[config.mk]
export PLATFORM = sky130hd
export DESIGN_NAME = scytale_decryption_flat
export DESIGN_NICKNAME = d
export VERILOG_FILES = /design/src/rtl/scytale_decryption_pkg.sv /design/src/rtl/scytale_decryption_if.sv /design/src/rtl/scytale_index_gen.sv /design/src/rtl/scytale_decryption.sv /design/src/flat_wrapper.sv
export SDC_FILE = /design/constraint.sdc
export NUM_CORES = 1
export LEC_CHECK = 0
export BUFFER_PORTS_ARGS = -buffer_cell sky130_fd_sc_hd__buf_2
export CAP_MARGIN = 20
export CORE_MARGIN = 2
export CORE_UTILIZATION = 40
export DETAILED_ROUTE_END_ITERATION = 12
export GPL_TIMING_DRIVEN = 0
export PLACE_DENSITY = 0.53
export SETUP_SLACK_MARGIN = 0.5
export SYNTH_ARGS = -nofsm -noshare
export SYNTH_HDL_FRONTEND = slang
export SYNTH_SLANG_ARGS = --single-unit
[constraint.sdc]
create_clock -name clk_sys -period 6.7 [get_ports clk_sys]
set_input_delay 0.67 -clock clk_sys [delete_from_list [all_inputs] [get_ports clk_sys]]
set_output_delay 0.67 -clock clk_sys [all_outputs]
set_load 0.05 [all_outputs]
[src/rtl/scytale_decryption_pkg.sv]
// Shared constants, state encoding and key-field helpers for the scytale decryptor.
// The SCYTALE_ERR_EN build option is handled in the interface and top files.
package decryption_pkg;

    localparam int D_WIDTH       = 8;
    localparam int KEY_WIDTH     = 8;
    localparam int MAX_NOF_CHARS = 50;
    localparam logic [D_WIDTH-1:0] START_DECRYPTION_TOKEN = 8'hFA;

    // Write counter must be able to hold MAX_NOF_CHARS itself (the "full" value).
    localparam int CNT_W = $clog2(MAX_NOF_CHARS + 1);
    localparam int IDX_W = 2 * KEY_WIDTH;

    localparam int KEY_N_LSB = KEY_WIDTH;
    localparam int KEY_M_LSB = 0;

    typedef enum logic {
        IDLE,
        DECRYPT
    } state_e;

    function automatic logic [KEY_WIDTH-1:0] key_n(input logic [2*KEY_WIDTH-1:0] key);
        return key[KEY_N_LSB +: KEY_WIDTH];
    endfunction

    function automatic logic [KEY_WIDTH-1:0] key_m(input logic [2*KEY_WIDTH-1:0] key);
        return key[KEY_M_LSB +: KEY_WIDTH];
    endfunction

endpackage

[src/rtl/scytale_decryption_if.sv]
// Upstream/downstream signal bundle of the scytale decryptor.
// Defining SCYTALE_ERR_EN adds the err_o pulse output.
interface scytale_decryption_if;
    import decryption_pkg::*;

    logic [D_WIDTH-1:0]     data_i;
    logic                   valid_i;
    logic [2*KEY_WIDTH-1:0] key;
    logic                   busy;
    logic [D_WIDTH-1:0]     data_o;
    logic                   valid_o;

`ifdef SCYTALE_ERR_EN
    logic                   err_o;

    modport master (output data_i, valid_i, key, input busy, data_o, valid_o, err_o);
    modport slave  (input data_i, valid_i, key, output busy, data_o, valid_o, err_o);
`else
    modport master (output data_i, valid_i, key, input busy, data_o, valid_o);
    modport slave  (input data_i, valid_i, key, output busy, data_o, valid_o);
`endif

endinterface

[src/rtl/scytale_index_gen.sv]
// Row/column walker producing the ciphertext index col*M + row using additions only.
// Column advances fastest; last flags the final (M-1, N-1) position.
module scytale_index_gen
    import decryption_pkg::*;
(
    input  logic                 clk_sys,
    input  logic                 rst_n,
    input  logic                 start_i,
    input  logic                 step_i,
    input  logic [KEY_WIDTH-1:0] n_i,
    input  logic [KEY_WIDTH-1:0] m_i,
    output logic [IDX_W-1:0]     index_o,
    output logic                 last_o
);

    logic [KEY_WIDTH-1:0] row_q, row_d;
    logic [KEY_WIDTH-1:0] col_q, col_d;
    logic [IDX_W-1:0]     index_q, index_d;
    logic                 col_wrap;

    assign col_wrap = (col_q == n_i - KEY_WIDTH'(1));

    always_comb begin
        // NOTE: every next-state value gets a default first so no path leaves it unassigned (no latch).
        row_d   = row_q;
        col_d   = col_q;
        index_d = index_q;
        if (start_i) begin
            row_d   = '0;
            col_d   = '0;
            index_d = '0;
        end else if (step_i) begin
            if (col_wrap) begin
                // New row starts at column 0, whose index is simply the new row number.
                col_d   = '0;
                row_d   = row_q + KEY_WIDTH'(1);
                index_d = IDX_W'(row_q) + IDX_W'(1);
            end else begin
                col_d   = col_q + KEY_WIDTH'(1);
                index_d = index_q + IDX_W'(m_i);
            end
        end
    end

    always_ff @(posedge clk_sys) begin
        // NOTE: sequential state uses non-blocking assignments so all registers update together.
        if (!rst_n) begin
            row_q   <= '0;
            col_q   <= '0;
            index_q <= '0;
        end else begin
            row_q   <= row_d;
            col_q   <= col_d;
            index_q <= index_d;
        end
    end

    assign index_o = index_q;
    assign last_o  = col_wrap && (row_q == m_i - KEY_WIDTH'(1));

endmodule

[src/rtl/scytale_decryption.sv]
// Scytale decryptor: buffers one message until the start token, then replays it in plaintext order.
// Defining SCYTALE_ERR_EN adds err_o, pulsing on buffer overflow or length/key mismatch.
module scytale_decryption
    import decryption_pkg::*;
(
    input  logic                 clk_sys,
    input  logic                 rst_n,
    scytale_decryption_if.slave  bus
);

    state_e               state_q, state_d;
    logic [CNT_W-1:0]     wr_cnt_q, wr_cnt_d;
    logic [CNT_W-1:0]     len_q, len_d;
    logic [KEY_WIDTH-1:0] key_n_q, key_n_d;
    logic [KEY_WIDTH-1:0] key_m_q, key_m_d;
    logic [D_WIDTH-1:0]   buffer_q [MAX_NOF_CHARS];

    logic [IDX_W-1:0]     index;
    logic                 last;
    logic                 busy, degenerate, out_valid, finish;
    logic                 accept, is_token, store, go;

    assign busy       = (state_q == DECRYPT);
    assign degenerate = (key_n_q == '0) || (key_m_q == '0);
    assign out_valid  = busy && !degenerate;
    assign finish     = busy && (degenerate || last);

    // Input is only looked at while collecting; anything sent during replay is ignored.
    assign accept   = (state_q == IDLE) && bus.valid_i;
    assign is_token = (bus.data_i == START_DECRYPTION_TOKEN);
    assign store    = accept && !is_token && (wr_cnt_q < CNT_W'(MAX_NOF_CHARS));
    assign go       = accept && is_token && (wr_cnt_q != '0);

    always_comb begin
        state_d  = state_q;
        wr_cnt_d = wr_cnt_q;
        len_d    = len_q;
        key_n_d  = key_n_q;
        key_m_d  = key_m_q;
        case (state_q)
            IDLE: begin
                if (store) wr_cnt_d = wr_cnt_q + CNT_W'(1);
                if (go) begin
                    state_d = DECRYPT;
                    len_d   = wr_cnt_q;
                    key_n_d = key_n(bus.key);
                    key_m_d = key_m(bus.key);
                end
            end
            DECRYPT: begin
                if (finish) begin
                    state_d  = IDLE;
                    wr_cnt_d = '0;
                end
            end
            default: state_d = IDLE;
        endcase
    end

    always_ff @(posedge clk_sys) begin
        if (!rst_n) begin
            state_q  <= IDLE;
            wr_cnt_q <= '0;
            len_q    <= '0;
            key_n_q  <= '0;
            key_m_q  <= '0;
        end else begin
            state_q  <= state_d;
            wr_cnt_q <= wr_cnt_d;
            len_q    <= len_d;
            key_n_q  <= key_n_d;
            key_m_q  <= key_m_d;
        end
    end

    // NOTE: the message buffer is deliberately not reset; wr_cnt/len_q gate every read of it.
    always_ff @(posedge clk_sys) begin
        if (store) buffer_q[wr_cnt_q] <= bus.data_i;
    end

    scytale_index_gen u_index_gen (
        .clk_sys (clk_sys),
        .rst_n   (rst_n),
        .start_i ((state_q == IDLE) || finish),
        .step_i  (out_valid && !last),
        .n_i     (key_n_q),
        .m_i     (key_m_q),
        .index_o (index),
        .last_o  (last)
    );

    // Positions past the received length of a short message are padded with zero.
    assign bus.busy    = busy;
    assign bus.valid_o = out_valid;
    assign bus.data_o  = (out_valid && (index < IDX_W'(len_q))) ? buffer_q[index[CNT_W-1:0]] : '0;

`ifdef SCYTALE_ERR_EN
    logic             err_q, err_d;
    logic             drop;
    logic [IDX_W-1:0] key_area;

    assign drop     = accept && !is_token && (wr_cnt_q == CNT_W'(MAX_NOF_CHARS));
    assign key_area = IDX_W'(key_n(bus.key)) * IDX_W'(key_m(bus.key));
    assign err_d    = drop || (go && (IDX_W'(wr_cnt_q) != key_area));

    always_ff @(posedge clk_sys) begin
        if (!rst_n) err_q <= 1'b0;
        else        err_q <= err_d;
    end

    assign bus.err_o = err_q;
`endif

endmodule

[src/flat_wrapper.sv]
// flat-port wrapper written by rule: the top's interface ports become plain ports
module scytale_decryption_flat import decryption_pkg::*;
  (clk_sys, rst_n, bus_data_i, bus_valid_i, bus_key, bus_busy, bus_data_o, bus_valid_o);
  scytale_decryption_if bus_i ();
  input  logic clk_sys;
  input  logic rst_n;
  input wire logic [$bits(bus_i.data_i)-1:0] bus_data_i;
  input wire logic [$bits(bus_i.valid_i)-1:0] bus_valid_i;
  input wire logic [$bits(bus_i.key)-1:0] bus_key;
  output wire logic [$bits(bus_i.busy)-1:0] bus_busy;
  output wire logic [$bits(bus_i.data_o)-1:0] bus_data_o;
  output wire logic [$bits(bus_i.valid_o)-1:0] bus_valid_o;
  assign bus_i.data_i = bus_data_i;
  assign bus_i.valid_i = bus_valid_i;
  assign bus_i.key = bus_key;
  assign bus_busy = bus_i.busy;
  assign bus_data_o = bus_i.data_o;
  assign bus_valid_o = bus_i.valid_o;
  scytale_decryption u_core (.clk_sys(clk_sys), .rst_n(rst_n), .bus(bus_i));
endmodule
==> metrics.md <==
| Metric | Value |
|---|---|
| Setup Buffers After CTS | `0` |
| Number of vias in the routed layout | `10200` |
| DRT iter0 DRCs | `approximately 760` |
| H-tree depth | `2` |
| Row cnt | `80` |
| # DRC | `0` |
| Gr usage total | `a little under a fifth` |
| Maximum clock frequency | `194 MHz` |
| Max Cap Viol | `0` |
| Number of enable flip-flop cells after synthesis | `400` |
| Seq. cell area | `0.0134 mm2` |
| Fraction of registers with async set/reset | `0%` |
| Post-Syn Instances | `roughly 1100` |
| Worst EP required | `roughly 6000 ps` |
| Setup violators final | `0` |
| Min Hold Slack | `~340 ps` |
| Cell area after synthesis | `just under 0.02 mm2` |
| Final Cycle Share | `around three quarters` |
| Flops & latches, synth | `467` |
| Layout Nets | `between 1000 and 1500` |
| Power Total | `between 6 and 7 mW` |
| Syn_area_per_cell | `17.3 um2` |
| Mapped Nets | `roughly 1200` |
| Routed Antenna Nets | `0` |
| TNS Setup | `0 ps` |
| Vias in the first global route | `10300` |
| Worst-path fanout max | `10` |
| Initial core utilization | `between 40% and 50%` |
| VDD IR max | `about 0.00015 V` |
| Distinct cells, synth | `67` |
| TritonRoute pass-1 iters | `5` |
| Wire per inst | `24.4 um` |
| Relative slew slack | `between 20% and 30%` |
| Initial antenna violation count | `1` |
| Crit. End Element | `primary output` |
| Outcome | `complete, no violations` |
| # port buffers | `35` |
| Total length of routed wires | `approximately 46 mm` |
| FILL cells | `4117` |
| Worst-margin pin slew | `approximately 1100 ps` |
| Layout Area Growth over Synthesis | `13.5%` |
| Primary FF master, synth | `edfxtp_1` |
| Synth warn | `0` |
| Clock-pin slew on the worst setup and hold paths | `60 ps` |
| Placed Instances | `1772` |
| CTS sink count | `467` |
| Quantity of hold-fixing buffers added after cts | `0` |
| Core area | `around 0.048 mm2` |
| Hold Crit Class | `in -> reg` |
| Insertion delay to the later sink of the worst-skew pair | `between 500 and 600 ps` |
| Register area share after synthesis | `approximately 70%` |
| Leakage | `just under 7 nW` |
| Final non-filler cell total | `1865` |
| PwrDens | `~270 mW/mm2` |
| Number of diodes | `0` |
| Overflow after GRT | `0` |
| CTS root buffer | `clkbuf_16` |
| RSZ-0062 raised after global routing | `no` |
| TritonCTS buffer count | `50` |
| First-pass GRT wire length | `~70 mm` |
| # IOs | `37` |
| DP HPWL | `30.0 mm` |
| Final hold vios | `0` |
| Period minus WS final | `between 5000 and 6000 ps` |
| Full die area | `about 0.050 mm2` |
| Vias per std cell | `5.48` |
| Worst Setup Path Type | `reg -> out` |
| Final Slew Violations | `0` |
| Post-CTS resize count | `0` |
| Die Span Y | `between 200 and 250 um` |
| Placer's final routability congestion estimate | `around 0.8` |
| Largest net degree at the start of global routing | `52` |
| Startpoint Class | `flip-flop` |
| Multi-input logic area | `0.00570 mm2` |
| CTS tree | `done` |
| Layout cell share with drive strength beyond 1 | `a little over a fifth` |
| Longest Clk Path Bufs | `3` |
| CP arrival | `about 4500 ps` |
| Die X | `224 um` |
| Clk_skew | `about 17 ps` |
[worst max-delay path, cell delays in order (launching register included)]
cell,delay (ps)
dfxtp_1,310
clkbuf_1,320
clkbuf_1,620
clkbuf_1,690
mux4_2,460
mux4_2,540
mux4_2,480
nor2b_1,180
buf_2,280
[per-stage QoR]
stage / instance area, um2 / setup WS (ps) / util [%]
after floorplan: 19400 / 2940 / -
after global placement: 20300 / 2150 / 42.5
after detailed placement: 20400 / 2150 / 42.6
after CTS: 22000 / 1500 / 46.0
after global routing: 22000 / 1380 / 46.0
final: 22000 / 1550 / 46.0
[area by class of cell]
type	instances	share of cell area, %
Multi-Input combinational cell	570	25.9
Clock inverter	31	1.41
Tap cell	615	3.50
Timing Repair Buffer	38	0.933
Inverter	22	0.376
Clock buffer	62	5.99
Buffer	60	1.13
Sequential cell	467	60.7
[registers in the layout, indices dropped and copies added, names as in the netlist, named ones only]
signal / flops
u_core.buffer_q: 400
u_core.wr_cnt_q: 6
u_core.key_m_q: 8
u_core.u_index_gen.row_q: 8
u_core.key_n_q: 8
u_core.bus.busy: 1
u_core.u_index_gen.col_q: 8
u_core.len_q: 6
u_core.u_index_gen.index_o: 16
[synth_stat cells, types with 16 or more instances]
master	instances	share of area [%]
edfxtp_1	400	62
dfxtp_1	67	6.9
a21boi_0	22	0.85
clkbuf_1	41	0.79
nand3_1	26	0.67
mux4_2	128	15
a21oi_1	16	0.41
nor2_1	90	1.7
inv_1	22	0.43
xor2_1	19	0.86
nand2_1	77	1.5
ha_1	20	1.3
xnor2_1	24	1.1
[kinds of logic after synthesis]
| logic type | synth area share (%) |
|---|---|
| flip-flops | 68.9 |
| AND/OR/NAND/NOR | 6.80 |
| multiplexers | 16.1 |
| AO/OA/AOI/OAI | 3.12 |
| buffers and inverters | 1.71 |
| XOR/XNOR | 1.94 |
| adder cells (fa/ha/maj) | 1.40 |
[path summary, 6_finish.rpt]
check	start	to	slack, ps	cells past startpoint
setup / recovery	flip-flop	bus_data_o[3]	1550	8
hold / removal	bus_key[5]	u_core.key_m_q[5]$_SDFFE_PN0P_	340	3
setup reg to reg	u_core.key_m_q[0]$_SDFFE_PN0P_	flip-flop	2820	12
hold reg to reg	u_core.len_q[5]$_SDFFE_PN0P_	u_core.len_q[5]$_SDFFE_PN0P_	470	2
[layer usage]
layer / track usage [%] / wire [um] / up-vias
met5: 0 / 12 / -
met2: 31.0 / 22500 / 267
met4: 4.34 / 925 / 2
li1: - / - / 4598
met3: 3.08 / 2140 / 67
met1: 26.1 / 20000 / 5282
[power breakdown]
part           switching, mW  total, mW  internal [mW]
Sequential           0.00237       3.17           3.16
Combinational         0.0792      0.103         0.0241
Clock                   1.13       2.75           1.63
Total                   1.21       6.02           4.81
[cells in the final DEF, fill, tap and decap left out, types with 11 or more instances in the layout]
master,netlist,final
edfxtp_1,400,400
mux4_2,128,128
nor2_1,90,90
nand2_1,77,77
dfxtp_1,67,67
clkbuf_1,41,52
clkbuf_16,0,51
buf_2,10,45
nand3_1,26,26
xnor2_1,24,24
inv_1,22,22
a21boi_0,22,22
ha_1,20,20
xor2_1,19,19
a21oi_1,16,16
clkinv_2,0,14
nor2b_1,13,13
or3_1,13,13
mux2i_1,11,11
Note: power is estimated with default switching activity, not from simulation.
